`config.mk`:
```
export PLATFORM = sky130hd
export DESIGN_NAME = muldiv_unit
export DESIGN_NICKNAME = d
export VERILOG_FILES = /design/src/rtl/muldiv_unit.sv
export SDC_FILE = /design/constraint.sdc
export NUM_CORES = 1
export LEC_CHECK = 0
export BUFFER_PORTS_ARGS = -buffer_cell sky130_fd_sc_hd__clkbuf_2
export CAP_MARGIN = 25
export CORE_MARGIN = 2
export CORE_UTILIZATION = 45
export DETAILED_ROUTE_END_ITERATION = 10
export PLACE_DENSITY = 0.7
export SKIP_LAST_GASP = 1
export SYNTH_ARGS = -nofsm -noshare
export SYNTH_HDL_FRONTEND = slang
export SYNTH_SLANG_ARGS = --single-unit
```
`constraint.sdc`:
```
create_clock -name clk -period 4.97 [get_ports clk]
set_input_delay 0.7455 -clock clk [delete_from_list [all_inputs] [get_ports clk]]
set_output_delay 0.7455 -clock clk [all_outputs]
set_load 0.02 [all_outputs]
```
`src/rtl/muldiv_unit.sv`:
```
// muldiv_unit: shared iterative multiply/divide engine for the HI/LO registers.
// One bit per cycle: shift-add for MULT/MULTU, restoring division for DIV/DIVU,
// both on operand magnitudes with the result sign applied in a final FIX cycle.
module muldiv_unit #(
    parameter int unsigned WIDTH = 32
) (
    input  logic             clk,
    input  logic             reset,
    input  logic             start,
    input  logic [1:0]       op,
    input  logic [WIDTH-1:0] a_in,
    input  logic [WIDTH-1:0] b_in,
    output logic             busy,
    output logic             done,
    output logic             divzero,
    output logic [WIDTH-1:0] hi_out,
    output logic [WIDTH-1:0] lo_out
);

    localparam int unsigned W2 = 2 * WIDTH;
    localparam int unsigned CW = $clog2(WIDTH + 1);

    typedef enum logic [2:0] {
        S_IDLE = 3'd0,
        S_RUN  = 3'd1,
        S_FIX  = 3'd2,
        S_DONE = 3'd3,
        S_ZERO = 3'd4
    } state_t;

    state_t            state_q;
    state_t            state_nx;
    logic [CW-1:0]     cnt_q;
    logic [CW-1:0]     cnt_nx;

    // Latched operation context
    logic              is_div_q;
    logic              neg_lo_q;   // negate product (MULT) or quotient (DIV)
    logic              neg_hi_q;   // negate remainder (DIV with negative dividend)
    logic [WIDTH-1:0]  b_mag_q;    // multiplicand or divisor magnitude
    logic [W2-1:0]     acc_q;      // {partial product / remainder, multiplier / quotient}
    logic [W2-1:0]     acc_nx;

    // Input decode (only meaningful in the accepting cycle)
    logic              signed_op_c;
    logic              a_neg_c;
    logic              b_neg_c;
    logic [WIDTH-1:0]  a_mag_c;
    logic [WIDTH-1:0]  b_mag_c;
    logic              div_by_zero_c;
    logic              can_accept_c;
    logic              accept_c;

    // Iteration and fix-up datapath
    logic [WIDTH:0]    mul_sum_c;
    logic [WIDTH:0]    div_trial_c;
    logic [WIDTH:0]    div_diff_c;
    logic              div_ge_c;
    logic [W2-1:0]     prod_fix_c;
    logic [WIDTH-1:0]  quot_fix_c;
    logic [WIDTH-1:0]  rem_fix_c;
    logic [WIDTH-1:0]  hi_fix_c;
    logic [WIDTH-1:0]  lo_fix_c;

    // Operand magnitudes and sign bookkeeping; -2^(W-1) maps to itself as unsigned
    always_comb begin
        signed_op_c   = ~op[0];
        a_neg_c       = signed_op_c & a_in[WIDTH-1];
        b_neg_c       = signed_op_c & b_in[WIDTH-1];
        a_mag_c       = a_neg_c ? (WIDTH'(0) - a_in) : a_in;
        b_mag_c       = b_neg_c ? (WIDTH'(0) - b_in) : b_in;
        div_by_zero_c = op[1] & (b_in == WIDTH'(0));
        can_accept_c  = (state_q == S_IDLE) || (state_q == S_DONE) || (state_q == S_ZERO);
        accept_c      = start & can_accept_c;
    end

    // Next-state and iteration counter
    always_comb begin
        state_nx = state_q;
        cnt_nx   = cnt_q;
        case (state_q)
            S_IDLE, S_DONE, S_ZERO: begin
                state_nx = S_IDLE;
                if (start) begin
                    if (div_by_zero_c) begin
                        state_nx = S_ZERO;
                        cnt_nx   = CW'(0);
                    end else begin
                        state_nx = S_RUN;
                        cnt_nx   = CW'(WIDTH);
                    end
                end
            end
            S_RUN: begin
                cnt_nx = cnt_q - CW'(1);
                if (cnt_q == CW'(1)) begin
                    state_nx = S_FIX;
                end
            end
            S_FIX: begin
                state_nx = S_DONE;
            end
            default: begin
                state_nx = S_IDLE;
                cnt_nx   = CW'(0);
            end
        endcase
    end

    // State register
    always_ff @(posedge clk) begin
        if (reset) begin
            state_q <= S_IDLE;
            cnt_q   <= CW'(0);
        end else begin
            state_q <= state_nx;
            cnt_q   <= cnt_nx;
        end
    end

    // One iteration step: shift-add or restoring-divide on the accumulator
    always_comb begin
        mul_sum_c   = {1'b0, acc_q[W2-1:WIDTH]} + (acc_q[0] ? {1'b0, b_mag_q} : (WIDTH+1)'(0));
        div_trial_c = {acc_q[W2-1:WIDTH], acc_q[WIDTH-1]};
        div_ge_c    = (div_trial_c >= {1'b0, b_mag_q});
        div_diff_c  = div_trial_c - {1'b0, b_mag_q};
        acc_nx      = acc_q;
        if (is_div_q) begin
            if (div_ge_c) begin
                acc_nx = {div_diff_c[WIDTH-1:0], acc_q[WIDTH-2:0], 1'b1};
            end else begin
                acc_nx = {div_trial_c[WIDTH-1:0], acc_q[WIDTH-2:0], 1'b0};
            end
        end else begin
            acc_nx = {mul_sum_c, acc_q[WIDTH-1:1]};
        end
    end

    // Sign correction of the final accumulator
    always_comb begin
        prod_fix_c = neg_lo_q ? (W2'(0) - acc_q) : acc_q;
        quot_fix_c = neg_lo_q ? (WIDTH'(0) - acc_q[WIDTH-1:0]) : acc_q[WIDTH-1:0];
        rem_fix_c  = neg_hi_q ? (WIDTH'(0) - acc_q[W2-1:WIDTH]) : acc_q[W2-1:WIDTH];
        hi_fix_c   = is_div_q ? rem_fix_c  : prod_fix_c[W2-1:WIDTH];
        lo_fix_c   = is_div_q ? quot_fix_c : prod_fix_c[WIDTH-1:0];
    end

    // Operation context capture and accumulator iteration
    always_ff @(posedge clk) begin
        if (reset) begin
            is_div_q <= 1'b0;
            neg_lo_q <= 1'b0;
            neg_hi_q <= 1'b0;
            b_mag_q  <= WIDTH'(0);
            acc_q    <= W2'(0);
        end else if (accept_c && !div_by_zero_c) begin
            is_div_q <= op[1];
            neg_lo_q <= a_neg_c ^ b_neg_c;
            neg_hi_q <= op[1] & a_neg_c;
            b_mag_q  <= b_mag_c;
            acc_q    <= {WIDTH'(0), a_mag_c};
        end else if (state_q == S_RUN) begin
            acc_q    <= acc_nx;
        end
    end

    // Registered handshake outputs, decoded from the next state
    always_ff @(posedge clk) begin
        if (reset) begin
            busy    <= 1'b0;
            done    <= 1'b0;
            divzero <= 1'b0;
        end else begin
            busy    <= (state_nx == S_RUN) || (state_nx == S_FIX);
            done    <= (state_nx == S_DONE) || (state_nx == S_ZERO);
            divzero <= (state_nx == S_ZERO);
        end
    end

    // HI/LO result registers, written only at the end of FIX
    always_ff @(posedge clk) begin
        if (reset) begin
            hi_out <= WIDTH'(0);
            lo_out <= WIDTH'(0);
        end else if (state_q == S_FIX) begin
            hi_out <= hi_fix_c;
            lo_out <= lo_fix_c;
        end
    end

endmodule
```
==> impl_metrics.csv <==
group,metric,value,unit
clock_tree,ctsResizeCount,0,
cells_and_area,final_common_cell,"nor2_1",
cells_and_area,stdcell_count,2332,
clock_tree,insertion_delay,0.45,ns
critical_path,startpoint_type,"register",
floorplan,fp.dieH,179,µm
clock_tree,cts_tree,"yes",
cells_and_area,seqCellArea,0.00351,mm²
global_routing,gr-usage-all-layers,27.4,%
sta,tns,0,ns
floorplan,die_x,179,µm
sta,drv_slew,0,
routing,drc_errors,0,
run,max-cap-violations,0,
sta,fmax,0.261,GHz
synthesis,yosysWarnings,0,
critical_path,crit_type,"reg -> reg",
global_routing,grt_start_max_net_pins,85,
power_and_ir_drop,p_leak,5.99,nW
sta,rsz0062_at_grt,"false",
routing,drtIter0Drc,1538,
routing,wl_per_cell,19.5,µm
critical_path,cp_data_required_time,5.31,ns
clock_tree,cts_buffers,17,
synthesis,synth_area,0.0139,mm²
placed_design,place_area,0.0147,mm²
power_and_ir_drop,powerDensity,289,mW/mm²
clock_tree,post_cts_buffers,0,
hold_path,hold_class,"reg -> reg",
sta,finalCritPeriodShare,77.1,%
clock_tree,cts_buffer_depth,2,
sta,relSlewSlack,35.9,%
clock_tree,path_clk_slew,0.08,ns
synthesis,synth_cell_types,80,
floorplan,initial_core_util,45.5,%
sta,holdWs,0.452,ns
cells_and_area,final_cell_mix,"nor2_1, dfxtp_1, nand2_1",
critical_path,worst-path-max-fanout,15,
floorplan,io_pins,136,
cells_and_area,area.growth.synth_to_final,10.4,%
cells_and_area,multi_input_area,0.00961,mm²
sta,worst_pin_slew,0.960,ns
run_status,status,"finished, final reports clean",
critical_path,arrival,4.17,ns
synthesis,async_reset_ff_share,0,%
synthesis,syn_area_per_cell,7.38,µm²
global_routing,grt_overflow,0,
critical_path,reg2reg_from,"acc_q[41]$_SDFFE_PP0N_",
cells_and_area,fill_cells,3034,
synthesis,synth_edf_count,0,
floorplan,die_area,0.0322,mm²
hold_path,worstHoldStart,"hi_out[16]$_SDFFE_PP0N_",
synthesis,synth_cells,1879,
synthesis,yosys_most_used_dff,"dfxtp_1",
placed_design,port_buffers,135,
routing,avgViaCountPerCell,6.05,
routing,postRouteAntennaNets,0,
placed_design,dp_hpwl,34700,µm
cells_and_area,drive_above_1_share,11.8,%
clock_tree,clock-root-buffer,"clkbuf_16",
critical_path,endpoint_kind,"register",
global_routing,grt_pass1_vias,13000,
power_and_ir_drop,max-vdd-ir-drop,0.232,mV
global_routing,antenna_found_initial,0,
clock_tree,holdBufCountCts,0,
synthesis,synth_top_area_cell,"dfxtp_1",
placed_design,dp_cells,2298,
synthesis,ys_seq_elements,175,
synthesis,syn_nets,2020,
synthesis,synth_top_area_share,25.3,%
global_routing,grt_pass1_wl,71800,µm
sta,finClkSkew,0.0172,ns
routing,dr.pass1.iters,5,
synthesis,seq_area_frac_synth,25.3,%
floorplan,num_rows,64,
placed_design,place_congestion,0.984,
cells_and_area,final_area,0.0153,mm²
routing,routed_wl,45400,µm
critical_path,cp-startpoint,"acc_q[41]$_SDFFE_PP0N_",
routing,vias,14100,
clock_tree,clock_sink_count,175,
synthesis,synth_area_leaders,"dfxtp_1, a211oi_1, nor2_1",
cells_and_area,fin_nets,2063,
floorplan,core,0.0304,mm²
sta,min_period,3.83,ns
sta,setup_viol,0,
sta,hold_viol,0,
clock_tree,cts_htree_levels,4,
## synth_stat cells (all sizes together) (9+ instances only)
library cell	number
nand2b	19
o21ai	128
mux2i	37
ha	70
nand4	14
a21oi	158
o31ai	15
o211ai	16
nor4	24
or4	11
o21bai	9
buf	14
xor2	87
a22oi	9
o21a	12
nand3	33
o22ai	17
o41ai	14
nor3	39
or3	11
and2	12
nor2	251
a31oi	17
clkbuf	120
a21o	29
inv	66
nand2	160
dfxtp	175
xnor2	81
nor2b	15
a211oi	127
## worst paths after layout
| path | slack (ns) | cells past startpoint | end |
|---|---|---|---|
| worst max register to register | 1.14 | 11 | acc_q[55]$_SDFFE_PP0N_ |
| worst min-delay path | 0.45 | 2 | hi_out[16]$_SDFFE_PP0N_ |
| worst min register to register | 0.45 | 2 | hi_out[16]$_SDFFE_PP0N_ |
| worst max-delay path | 1.14 | 11 | acc_q[55]$_SDFFE_PP0N_ |
## sequential cells by signal (all words and copies together), names as in the netlist
| signal | cells |
|---|---|
| lo_out | 32 |
| done | 1 |
| neg_lo_q | 1 |
| hi_out | 32 |
| divzero | 1 |
| state_q | 3 |
| acc_q | 64 |
| b_mag_q | 32 |
| is_div_q | 1 |
| busy | 1 |
| neg_hi_q | 1 |
| cnt_q | 6 |
## critical path: stages, from the launching register on
cell and delay, ns:
dfxtp_1 0.65, ha_1 0.34, and4_1 0.27, nand2_1 0.07
nor2_1 0.13, o21ai_0 0.15, a311oi_1 0.78, a31oi_4 0.31
nand2_1 0.36, o22ai_1 0.18, a22o_1 0.26, a31o_2 0.20
## layout make-up
cell class	instances	area share (%)
Multi-Input combinational cell	1504	62.8
Sequential cell	175	22.9
Timing Repair Buffer	158	5.56
Tap cell	396	3.24
Clock buffer	18	2.87
Inverter	66	1.62
Clock inverter	14	0.965
Antenna cell	1	0.0164
## logic make-up after synthesis
logic type / share of synthesized area, %
muxes: 2.83
and+or+nand+nor: 20.7
DFF: 25.3
AOI/OAI and AO/OA: 28.4
buffers and inverters: 5.58
xor gates and xnor gates: 10.6
adders and majority gates: 6.61
## stage by stage
stage | setup WS (ns) | util [%] | total power, W
6_report | 1.14 | 50.3 | 0.00442
5_1_grt | 0.927 | 50.3 | 0.00464
4_1_cts | 1.21 | 50.3 | 0.00440
3_5_place_dp | 1.17 | 48.3 | 0.00303
3_3_place_gp | 1.20 | 48.3 | 0.00302
2_1_floorplan | 1.76 | - | 0.00263
## report_power, final
part           switching, W  total (W)  internal (W)
logic              0.000887    0.00141      0.000524
clock network      0.000652    0.00137      0.000722
registers          0.000144    0.00163       0.00149
## layer usage
layer | global-route usage, % | vias up | part of all wire, %
met4 | 8.29 | 0 | 2.4
met2 | 39.9 | 662 | 41
met5 | 0 | - | 0
met1 | 40.4 | 6499 | 47
li1 | - | 6884 | -
met3 | 5.77 | 67 | 9.7
(Power assumes the default switching activity.)
